`src/rtl/snake_pkg.sv`:
```
// rtl/snake_pkg.sv - shared types and key codes for the UART receiver and snake core
package snake_pkg;

    typedef enum logic [2:0] {
        IDLE  = 3'd0,
        START = 3'd1,
        DATA  = 3'd2,
        STOP  = 3'd3,
        BREAK = 3'd4
    } uart_state_t;

    localparam logic [7:0] KEY_UP    = 8'd65;
    localparam logic [7:0] KEY_DOWN  = 8'd66;
    localparam logic [7:0] KEY_RIGHT = 8'd67;
    localparam logic [7:0] KEY_LEFT  = 8'd68;

    function automatic logic is_dir_key(input logic [7:0] c);
        return (c >= KEY_UP) && (c <= KEY_LEFT);
    endfunction

endpackage

```
`src/rtl/uart_rx_if.sv`:
```
// rtl/uart_rx_if.sv - serial line in, received byte and strobes out
interface uart_rx_if;
    logic       rx;
    logic [7:0] dataRX;
    logic       WR_RX;
    logic       frame_err;

    modport master (
        input  rx,
        output dataRX,
        output WR_RX,
        output frame_err
    );

    modport slave (
        output rx,
        input  dataRX,
        input  WR_RX,
        input  frame_err
    );
endinterface

```
`src/rtl/uart_rx_sync_2ff.sv`:
```
// rtl/uart_rx_sync_2ff.sv - generic two-flop synchronizer with configurable reset value
module sync_2ff #(
    parameter int               WIDTH     = 1,
    parameter logic [WIDTH-1:0] RESET_VAL = '0
) (
    input  logic             clk_i,
    input  logic             rst_i,
    input  logic [WIDTH-1:0] d_i,
    output logic [WIDTH-1:0] q_o
);

    logic [WIDTH-1:0] meta_q;
    logic [WIDTH-1:0] sync_q;

    always_ff @(posedge clk_i or posedge rst_i) begin
        if (rst_i) begin
            meta_q <= RESET_VAL;
            sync_q <= RESET_VAL;
        end else begin
            meta_q <= d_i;
            sync_q <= meta_q;
        end
    end

    assign q_o = sync_q;

endmodule

```
`src/rtl/uart_rx.sv`:
```
// rtl/uart_rx.sv - 8N1 UART receiver with mid-bit sampling and break handling
module uart_rx
    import snake_pkg::*;
#(
    parameter int CLKS_PER_BIT = 273,
    parameter int HALF_BIT     = CLKS_PER_BIT / 2,
    parameter int CNT_W        = $clog2(CLKS_PER_BIT)
) (
    input  logic px_clk,
    input  logic rst,
    uart_rx_if.master bus
);

    localparam logic [CNT_W-1:0] HALF_LAST = CNT_W'(HALF_BIT - 1);
    localparam logic [CNT_W-1:0] BIT_LAST  = CNT_W'(CLKS_PER_BIT - 1);

    logic             rx_s;
    uart_state_t      state_q;
    logic [CNT_W-1:0] cnt_q;
    logic [CNT_W-1:0] cnt_d;
    logic [2:0]       bit_idx_q;
    logic [7:0]       shift_q;
    logic [7:0]       data_q;
    logic             wr_q;
    logic             ferr_q;

    sync_2ff #(
        .WIDTH     (1),
        .RESET_VAL (1'b1)
    ) u_sync (
        .clk_i (px_clk),
        .rst_i (rst),
        .d_i   (bus.rx),
        .q_o   (rx_s)
    );

    assign cnt_d = cnt_q + CNT_W'(1);

    always_ff @(posedge px_clk or posedge rst) begin
        if (rst) begin
            state_q   <= IDLE;
            cnt_q     <= '0;
            bit_idx_q <= '0;
            shift_q   <= '0;
            data_q    <= '0;
            wr_q      <= 1'b0;
            ferr_q    <= 1'b0;
        end else begin
            wr_q   <= 1'b0;
            ferr_q <= 1'b0;
            case (state_q)
                IDLE: begin
                    if (!rx_s) begin
                        state_q <= START;
                        cnt_q   <= '0;
                    end
                end
                START: begin
                    if (cnt_q == HALF_LAST) begin
                        cnt_q <= '0;
                        if (!rx_s) begin
                            state_q   <= DATA;
                            bit_idx_q <= '0;
                        end else begin
                            state_q <= IDLE;
                        end
                    end else begin
                        cnt_q <= cnt_d;
                    end
                end
                DATA: begin
                    if (cnt_q == BIT_LAST) begin
                        // Line is LSB first, so each new bit enters at the top.
                        shift_q   <= {rx_s, shift_q[7:1]};
                        cnt_q     <= '0;
                        bit_idx_q <= bit_idx_q + 3'd1;
                        if (bit_idx_q == 3'd7) begin
                            state_q <= STOP;
                        end
                    end else begin
                        cnt_q <= cnt_d;
                    end
                end
                STOP: begin
                    // Leaving at mid-stop-bit lets a back-to-back start edge be caught.
                    if (cnt_q == BIT_LAST) begin
                        cnt_q <= '0;
                        if (rx_s) begin
                            data_q  <= shift_q;
                            wr_q    <= 1'b1;
                            state_q <= IDLE;
                        end else begin
                            ferr_q  <= 1'b1;
                            state_q <= BREAK;
                        end
                    end else begin
                        cnt_q <= cnt_d;
                    end
                end
                BREAK: begin
                    if (rx_s) begin
                        state_q <= IDLE;
                    end
                end
                default: begin
                    state_q <= IDLE;
                end
            endcase
        end
    end

    assign bus.dataRX    = data_q;
    assign bus.WR_RX     = wr_q;
    assign bus.frame_err = ferr_q;

endmodule

```
`src/flat_wrapper.sv`:
```
// flat-port wrapper written by rule: the top's interface ports become plain ports
module uart_rx_flat import snake_pkg::*;
#(
    parameter int CLKS_PER_BIT = 273,
    parameter int HALF_BIT     = CLKS_PER_BIT / 2,
    parameter int CNT_W        = $clog2(CLKS_PER_BIT)
)
  (px_clk, rst, bus_rx, bus_dataRX, bus_WR_RX, bus_frame_err);
  uart_rx_if bus_i ();
  input  logic px_clk;
  input  logic rst;
  input wire logic [$bits(bus_i.rx)-1:0] bus_rx;
  output wire logic [$bits(bus_i.dataRX)-1:0] bus_dataRX;
  output wire logic [$bits(bus_i.WR_RX)-1:0] bus_WR_RX;
  output wire logic [$bits(bus_i.frame_err)-1:0] bus_frame_err;
  assign bus_i.rx = bus_rx;
  assign bus_dataRX = bus_i.dataRX;
  assign bus_WR_RX = bus_i.WR_RX;
  assign bus_frame_err = bus_i.frame_err;
  uart_rx #(.CLKS_PER_BIT(CLKS_PER_BIT), .HALF_BIT(HALF_BIT), .CNT_W(CNT_W)) u_core (.px_clk(px_clk), .rst(rst), .bus(bus_i));
endmodule
```
`config.mk`:
```
export PLATFORM = sky130hd
export DESIGN_NAME = uart_rx_flat
export DESIGN_NICKNAME = d
export VERILOG_FILES = /design/src/rtl/snake_pkg.sv /design/src/rtl/uart_rx_if.sv /design/src/rtl/uart_rx_sync_2ff.sv /design/src/rtl/uart_rx.sv /design/src/flat_wrapper.sv
export SDC_FILE = /design/constraint.sdc
export NUM_CORES = 1
export LEC_CHECK = 0
export CORE_MARGIN = 1
export CORE_UTILIZATION = 55
export CTS_BUF_LIST = sky130_fd_sc_hd__clkbuf_2
export DETAILED_ROUTE_END_ITERATION = 8
export PLACE_DENSITY = 0.79
export SYNTH_ARGS = -nofsm -noshare
export SYNTH_HDL_FRONTEND = slang
export SYNTH_SLANG_ARGS = --single-unit
```
`constraint.sdc`:
```
create_clock -name px_clk -period 5.1 [get_ports px_clk]
set_input_delay 1.02 -clock px_clk [delete_from_list [all_inputs] [get_ports px_clk]]
set_output_delay 1.02 -clock px_clk [all_outputs]
set_load 0.05 [all_outputs]
```
### Word-level counts from Yosys, hierarchy flattened

Cells that the tools add are included.

* input bits: 3
* output and inout port bits: 10
* bits in registers: 35

* reduce and logical (&&, ||, !) cells: 9
* multiplexer cells: 23
* eq/ne operators: 14
* add/sub/neg operators: 2

Operators with widths (count)
* $mux W3: 10
* $mux W9: 3
* $pmux W9 S3: 1
* $pmux W3 S5: 1
* $add A9 B1 Y9 const B: 1
* $eq A9 B8 Y1 const B: 1
* $eq A9 B9 Y1 const B: 1
* $ne A2 B1 Y1 const B: 4
* $eq A3 B2 Y1 const B: 2
* $eq A3 B3 Y1 const B: 2
* $mux W1: 6
* $ne A2 B2 Y1 const B: 3
* $pmux W3 S2: 1
* $reduce_and A6 Y1: 1
* $reduce_and A2 Y1: 2
* $reduce_and A4 Y1: 1
* $add A3 B1 Y3 const B: 1
* $eq A3 B1 Y1 const B: 1
* $logic_not A3 Y1: 1
* $reduce_and A3 Y1: 1
* $reduce_bool A3 Y1: 1
* $mux W2: 1
* $reduce_bool A2 Y1: 1
* $reduce_or A2 Y1: 1

### Logic depth before layout (Yosys ltp)

Gate-level depths: netlist of the first run.

* depth in word-level cells: 4
* depth in mapped cells: 8
* mapped depth without buffers: 6

### By module

Synthesis of the first run repeated with hierarchy kept, for this count alone.

* cell total of the unflattened synthesis: 149
* area, all modules: 1695.4 um2

Modules (own cells, without submodules)
* uart_rx: area each 1639.1 um2, sequential area each 825.8 um2, cells each 146, times used 1
* sync_2ff: area each 56.3 um2, sequential area each 52.6 um2, cells each 3, times used 1

### Worst setup path before layout of the first run

OpenSTA, ideal clock, no wires.

* kind: reg2reg
* from: reg u_core.cnt_q[0]
* to: reg u_core.data_q[0], in the netlist u_core.bus.dataRX[0]
* arrival: 1.681 ns
* stages on the path, launching flop included: 8
* path slack: 3.294 ns
* data required time: 4.975 ns
* path buffers: 1
* library setup time: 0.125 ns
* cell sequence: dfrtp_1 > inv_1 > ha_1 > and4b_1 > clkbuf_1 > nand2_1 > nor2_4 > mux2_2

* cells in the longest elaborated chain, start to end: 2

RTL lines
* from (decl): RTL line uart_rx.sv:19 `logic [CNT_W-1:0] cnt_q;`
* from (signal assigned): RTL line uart_rx.sv:68 `cnt_q <= cnt_d;`
* from (signal assigned): RTL line uart_rx.sv:81 `cnt_q <= cnt_d;`
* from (signal assigned): RTL line uart_rx.sv:97 `cnt_q <= cnt_d;`
* $eq A9 B9 Y1: RTL line uart_rx.sv:86 `if (cnt_q == BIT_LAST) begin`
* $reduce_and A3 Y1 (no source line)
* to (signal assigned): RTL line uart_rx.sv:89 `data_q <= shift_q;`
* to (decl): RTL line uart_rx.sv:23 `logic [7:0] data_q;`

Every way passes these cells.
A chain may end at the register's enable or synchronous reset.

### Worst setup path in the final report of the first run

* from: reg u_core.data_q[2], in the netlist u_core.bus.dataRX[2]
* to: out bus_dataRX[2]

RTL lines
* to (decl): RTL line flat_wrapper.sv:13 `output wire logic [$bits(bus_i.dataRX)-1:0] bus_dataRX;`

No word-level cell between the ends.

==> results.ini, run 1 <==
[clock_tree]
worstSkewPairLatency_ps = 390
cts_max_path_buffers = 2
cts_sinks = 35
cts-hold-fix-buffers = 0
cts_setup_buffers = 0
htreeDepth = 2
cts_tree = yes
root_buffer = clkbuf_2
clk_pin_slew_ps = 190
cts_resized = 0
numCtsBuffers = 5

[synth]
yosysWarnings = 0
yosys.area_share.simple_pct = 22.04
synth_xor_xnor_area_share_pct = 0.5283
syn-num-nets = 172
synthMuxAreaShare_pct = 6.113
synth_top_area_share_pct = 49.81
synth.area.top_cells = dfrtp_1, nand2_1, mux2_2
ys_types = 38
syn_area_um2 = 1658
synth_top_area_cell = dfrtp_1
synthAdderAreaFrac_pct = 3.019
ys_seq_area_share_pct = 52.98
avgSynthCellArea_um2 = 10.05
synth-compound-area-share_pct = 12.45
synth_top_family_by_area = simple AND/OR/NAND/NOR gates
synth-seq-cells = 35
synthCells = 165

[sta]
fin_ws_ps = 2485
slew_violations = 0
fin_crit_sh_pct = 51.28
clock_skew_ps = 13.94
rsz0062_at_grt = no
worstMarginPinSlew_ps = 518.2
relSlewSlack_pct = 65.29
setup_violations = 0
tns_ps = 0
holdWs_ps = 370.9
hold_violations = 0
fmax_mhz = 382.4
fin_crit_ps = 2615

[run_status]
outcome = finished clean

[drt]
drc = 0
drt_pass1_iterations = 4
totalWireLength_um = 3092
top_layer = met4
num_vias = 1273
drtIter0Drc = 56
antenna_left = 0
wl_met3_um = 125
m1WireLength_um = 1517
wl_met2_um = 1406
viasPerCell = 6.033
wire_per_inst_um = 14.65

[critical_path]
end_kind = primary output
critical_path.max_fanout = 2
crit_chain = clkdlybuf4s50_1
max_stage_delay_ps = 810
path_buf_inv = 1
crit_family = buffers and inverters
crit_required_ps = 4080
crit_slowest_cell = clkdlybuf4s50_1
crit_arrival_ps = 1600
cp-start-kind = register
crit_type = reg2out

[floorplanning]
die_y_um = 56.90
rows = 19
initial_core_util_pct = 59.10
dieArea_um2 = 3238
die_x_um = 56.90
core_area_um2 = 2805
ioPinCount = 13

[cells_and_area]
nets = 186
mostFrequentLayoutCells = nand2_1, dfrtp_1, clkdlybuf4s50_1
fin_area_um2 = 1842
area_delta_synth_final_pct = 11.09
antenna_cells = 0
drive_gt1_share_pct = 13.89
final_common_cell = nand2_1

[power]
powerDensity_nw_per_um2 = 228.5
p_total_mw = 0.4208
leakagePower_nw = 0.8564
vdd_ir_drop_max_uv = 151.4

[place]
place_area_um2 = 1799
place.gp.congestion = 0.8065
portBuffers = 12
hpwl_um = 2150
pre_cts_slack_ps = 2933

[job]
cap_violations = 0

[global_route]
grt_pass1_wl_um = 5513
antenna_found_initial = 0
grtUsageTotal_pct = 22.43
grt_max_degree = 36
overflow = 0
grt_pass1_vias = 1192

[hold_path]
min_path_type = reg2reg

-- metrics by stage --
step,util [%],instances
4_1_cts,65.66,211
6_report,65.66,211
2_1_floorplan,-,165
3_5_place_dp,64.14,203
3_3_place_gp,64.14,203
5_1_grt,65.66,211
-- layer usage --
| layer | global-route usage (%) | vias to the layer above |
|---|---|---|
| met1 | 31.35 | 635 |
| met5 | 0 | - |
| met3 | 6.221 | 5 |
| li1 | - | 606 |
| met4 | 9.408 | 0 |
| met2 | 33.11 | 27 |
-- flip-flops by register name (all words and copies together) (netlist names) --
signal,count
u_core.cnt_q,9
u_core.bus.dataRX,8
u_core.shift_q,8
u_core.bit_idx_q,3
u_core.state_q,3
u_core.bus.WR_RX,1
u_core.bus.frame_err,1
u_core.u_sync.meta_q,1
u_core.u_sync.q_o,1
-- cells by family (layout without fill, tap and decap cells) --
family                     after synthesis  count (layout)
buffers and inverters                   12              27
muxes                                    9               9
xor gates and xnor gates                 1               1
DFF                                     35              35
AOI/OAI and AO/OA                       31              31
and+or+nand+nor                         73              73
adders and majority gates                4               4
-- worst reg2reg max path, delay by kind of cell, from the launching register on --
kind | cells | cell delay, ps
adder cells (fa/ha/maj) | 1 | 270
AO/OA/AOI/OAI | 3 | 1020
AND/OR/NAND/NOR | 1 | 260
flip-flops | 1 | 480
-- final timing paths --
kind / start / endpoint / slack [ps] / cells after the start
worst min register to register: u_core.u_sync.meta_q$_DFF_PP1_ / u_core.u_sync.q_o$_DFF_PP1_ / 370 / 0
worst max-delay path: u_core.bus.dataRX[2]$_DFFE_PP0P_ / bus_dataRX[2] / 2480 / 1
min in group asynchronous: rst / u_core.shift_q[7]$_DFFE_PP0P_ / 990 / 3
worst min-delay path: u_core.u_sync.meta_q$_DFF_PP1_ / u_core.u_sync.q_o$_DFF_PP1_ / 370 / 0
worst max register to register: u_core.cnt_q[0]$_DFFE_PP0P_ / u_core.cnt_q[7]$_DFFE_PP0P_ / 3000 / 5
max in group asynchronous: rst / u_core.u_sync.q_o$_DFF_PP1_ / 3780 / 3
-- cell type report --
| type | instances | area, µm² |
|---|---|---|
| Multi-Input combinational cell | 118 | 732.0 |
| Tap cell | 31 | 38.79 |
| Inverter | 6 | 22.52 |
| Clock buffer | 6 | 30.03 |
| Clock inverter | 2 | 12.51 |
| Sequential cell | 35 | 878.3 |
| Timing Repair Buffer | 13 | 127.6 |
| Fill cell | 240 | 963.4 |
-- power by group --
group / total (mW) / internal, mW / leakage, nW / switching, mW
logic: 0.00745 / 0.00213 / 0.360 / 0.00532
clock network: 0.133 / 0.0349 / 0.0290 / 0.0980
registers: 0.280 / 0.279 / 0.467 / 0.00111
-- cells in the mapped netlist, drive strengths merged --
cell	instances
ha	4
or3	2
o211ai	6
nand2	41
o22ai	1
buf	2
nor4	1
and3b	1
a22o	3
nand3	7
a311oi	1
dfstp	2
a21boi	1
a31oi	1
nor2	10
inv	6
and3	1
and4bb	1
nand4b	1
mux2	9
xnor2	1
nand2b	1
a21o	1
and4b	1
nor3	2
nor3b	1
clkbuf	4
dfrtp	33
o2111ai	2
or2	1
nor4b	1
o21ai	8
a21oi	5
a2111oi	1
or4	1
a211oi	1
No activity file was read; power rests on OpenSTA's default activity.
==> run 2: changes to the inputs <==
==> constraint.sdc (replaced) <==
create_clock -name px_clk -period 2.7 [get_ports px_clk]
set_input_delay 0.54 -clock px_clk [delete_from_list [all_inputs] [get_ports px_clk]]
set_output_delay 0.54 -clock px_clk [all_outputs]
set_load 0.05 [all_outputs]
==> run 2 against run 1 <==
Net effect: critical path depth is the same; global-route usage down 1.1 points; largest cell class unchanged; sequential share of layout area increased by 0.098 points; hold slack lost 0.62 ps; largest power group unchanged; sequential power rose by 89%.
==> results.ini, run 2 (synthesis results as in run 1) <==
[cells_and_area]
largest_register_ffs = 9
drive_gt1_share_pct = 13.33
area_delta_synth_final_pct = 10.87
fin_area_um2 = 1838
fill_cells = 226
antenna_cells = 0
regMostFlops = u_core.cnt_q
final_common_cell = nand2_1
mostFrequentLayoutCells = nand2_1, dfrtp_1, clkdlybuf4s50_1
register_area_um2 = 878.3
nets = 186
multiInputGateArea_um2 = 732.0

[critical_path]
crit_required_ps = 2160
crit_arrival_ps = 1580
critical_path.max_fanout = 2
worstSetupStartpoint = u_core.bus.dataRX[7]$_DFFE_PP0P_
crit_slowest_cell = clkdlybuf4s50_1
end_kind = primary output
reg2reg_from = u_core.cnt_q[0]$_DFFE_PP0P_
path_buf_inv = 1
crit_family = buffers and inverters
rrSetupSlack_ps = 710
crit_type = reg2out
cp-start-kind = register
crit_chain = clkdlybuf4s50_1
max_stage_delay_ps = 810

[floorplanning]
initial_core_util_pct = 59.10
core_area_um2 = 2805
dieArea_um2 = 3238
die_y_um = 56.90
rows = 19
ioPinCount = 13
die_x_um = 56.90

[drt]
drc = 0
antenna_left = 0
num_vias = 1233
drtIter0Drc = 39
totalWireLength_um = 3056
drt_pass1_iterations = 4
wire_per_inst_um = 14.48
viasPerCell = 5.844

[clock_tree]
numCtsBuffers = 5
htreeDepth = 2
cts_setup_buffers = 0
cts_sinks = 35
cts_tree = yes
cts-hold-fix-buffers = 0
root_buffer = clkbuf_2
clk_pin_slew_ps = 170
cts_resized = 0
cts_max_path_buffers = 2
worstSkewPairLatency_ps = 370

[sta]
clock_skew_ps = 25.66
slew_violations = 0
relSlewSlack_pct = 66.88
tns_ps = 0
rsz0062_at_grt = no
fin_crit_ps = 2117
fmax_mhz = 472.3
worstMarginPinSlew_ps = 491.7
hold_violations = 0
fin_crit_sh_pct = 78.43
setup_violations = 0

[power]
vdd_ir_drop_max_uv = 335.8
sw_frac_of_total_pct = 23.12
power.internal_mw = 0.5952
pwr-share-seq_pct = 68.4
powerDensity_nw_per_um2 = 421.2
netSwitchingPower_mw = 0.1790
clock_power_share_pct = 29.7
leakagePower_nw = 0.8579
pwr-share-comb_pct = 1.8

[run_status]
outcome = finished clean

[place]
hpwl_um = 2186
place_area_um2 = 1799
place.gp.congestion = 0.8592
portBuffers = 12

[hold_path]
min_path_type = reg2reg
min_from = u_core.u_sync.meta_q$_DFF_PP1_

[global_route]
grt_max_degree = 36
grt_pass1_vias = 1171
grt.busiest_layer = met1
grtUsageMet2_pct = 29.92
grtUsageMet1_pct = 30.52
grt.met3_usage_pct = 6.682
grtUsageTotal_pct = 21.32
antenna_found_initial = 0
overflow = 0
grt_pass1_wl_um = 5271

[job]
cap_violations = 0

[run 2: cell types whose count changed in the layout (fill, tap and decap cells not counted)]
| cell | delta |
|---|---|
| clkinv_1 | +1 |
| clkinvlp_4 | -1 |
[run 2: final cells by class]
cell class              count  area share (%)
well taps                  31           2.110
flip-flops and latches     35           47.79
inverters                   6           1.225
clock inverters             2          0.4765
clock buffers               6           1.634
multi-input cells         118           39.82
repair buffers             13           6.943
[run 2: metrics by stage]
step	power [mW]	setup WS, ps	hold WS (ps)	utilization, %	instances
after floorplan	0.5469	894.5	345.2	-	165
after global placement	0.5534	798.9	346.1	64.14	203
after detailed placement	0.5541	714.0	350.5	64.14	203
after CTS	0.7812	578.7	371.7	65.52	211
after global routing	0.8022	502.2	380.1	65.52	211
final	0.7742	582.5	370.3	65.52	211
[run 2: per-layer routing]
layer  up-vias  part of all wire, %
li1        609                    -
met4         0                  1.2
met2        39                   45
met3         6                  5.7
met5         -                    0
met1       579                   48
[run 2: power groups by stage]
stage	logic, mW	clock network (mW)	registers [mW]
2_1_floorplan	0.00995	0	0.537
3_3_place_gp	0.0145	0	0.539
3_5_place_dp	0.0150	0	0.539
4_1_cts	0.0152	0.236	0.530
5_1_grt	0.0167	0.255	0.530
6_report	0.0142	0.230	0.530
[run 2: final timing paths]
kind | to | cells after the start
worst min register to register | u_core.u_sync.q_o$_DFF_PP1_ | 0
worst max register to register | u_core.bus.dataRX[5]$_DFFE_PP0P_ | 6
min in group asynchronous | u_core.shift_q[6]$_DFFE_PP0P_ | 3
max in group asynchronous | u_core.u_sync.q_o$_DFF_PP1_ | 3
worst min-delay path | u_core.u_sync.q_o$_DFF_PP1_ | 0
worst max-delay path | bus_dataRX[7] | 1
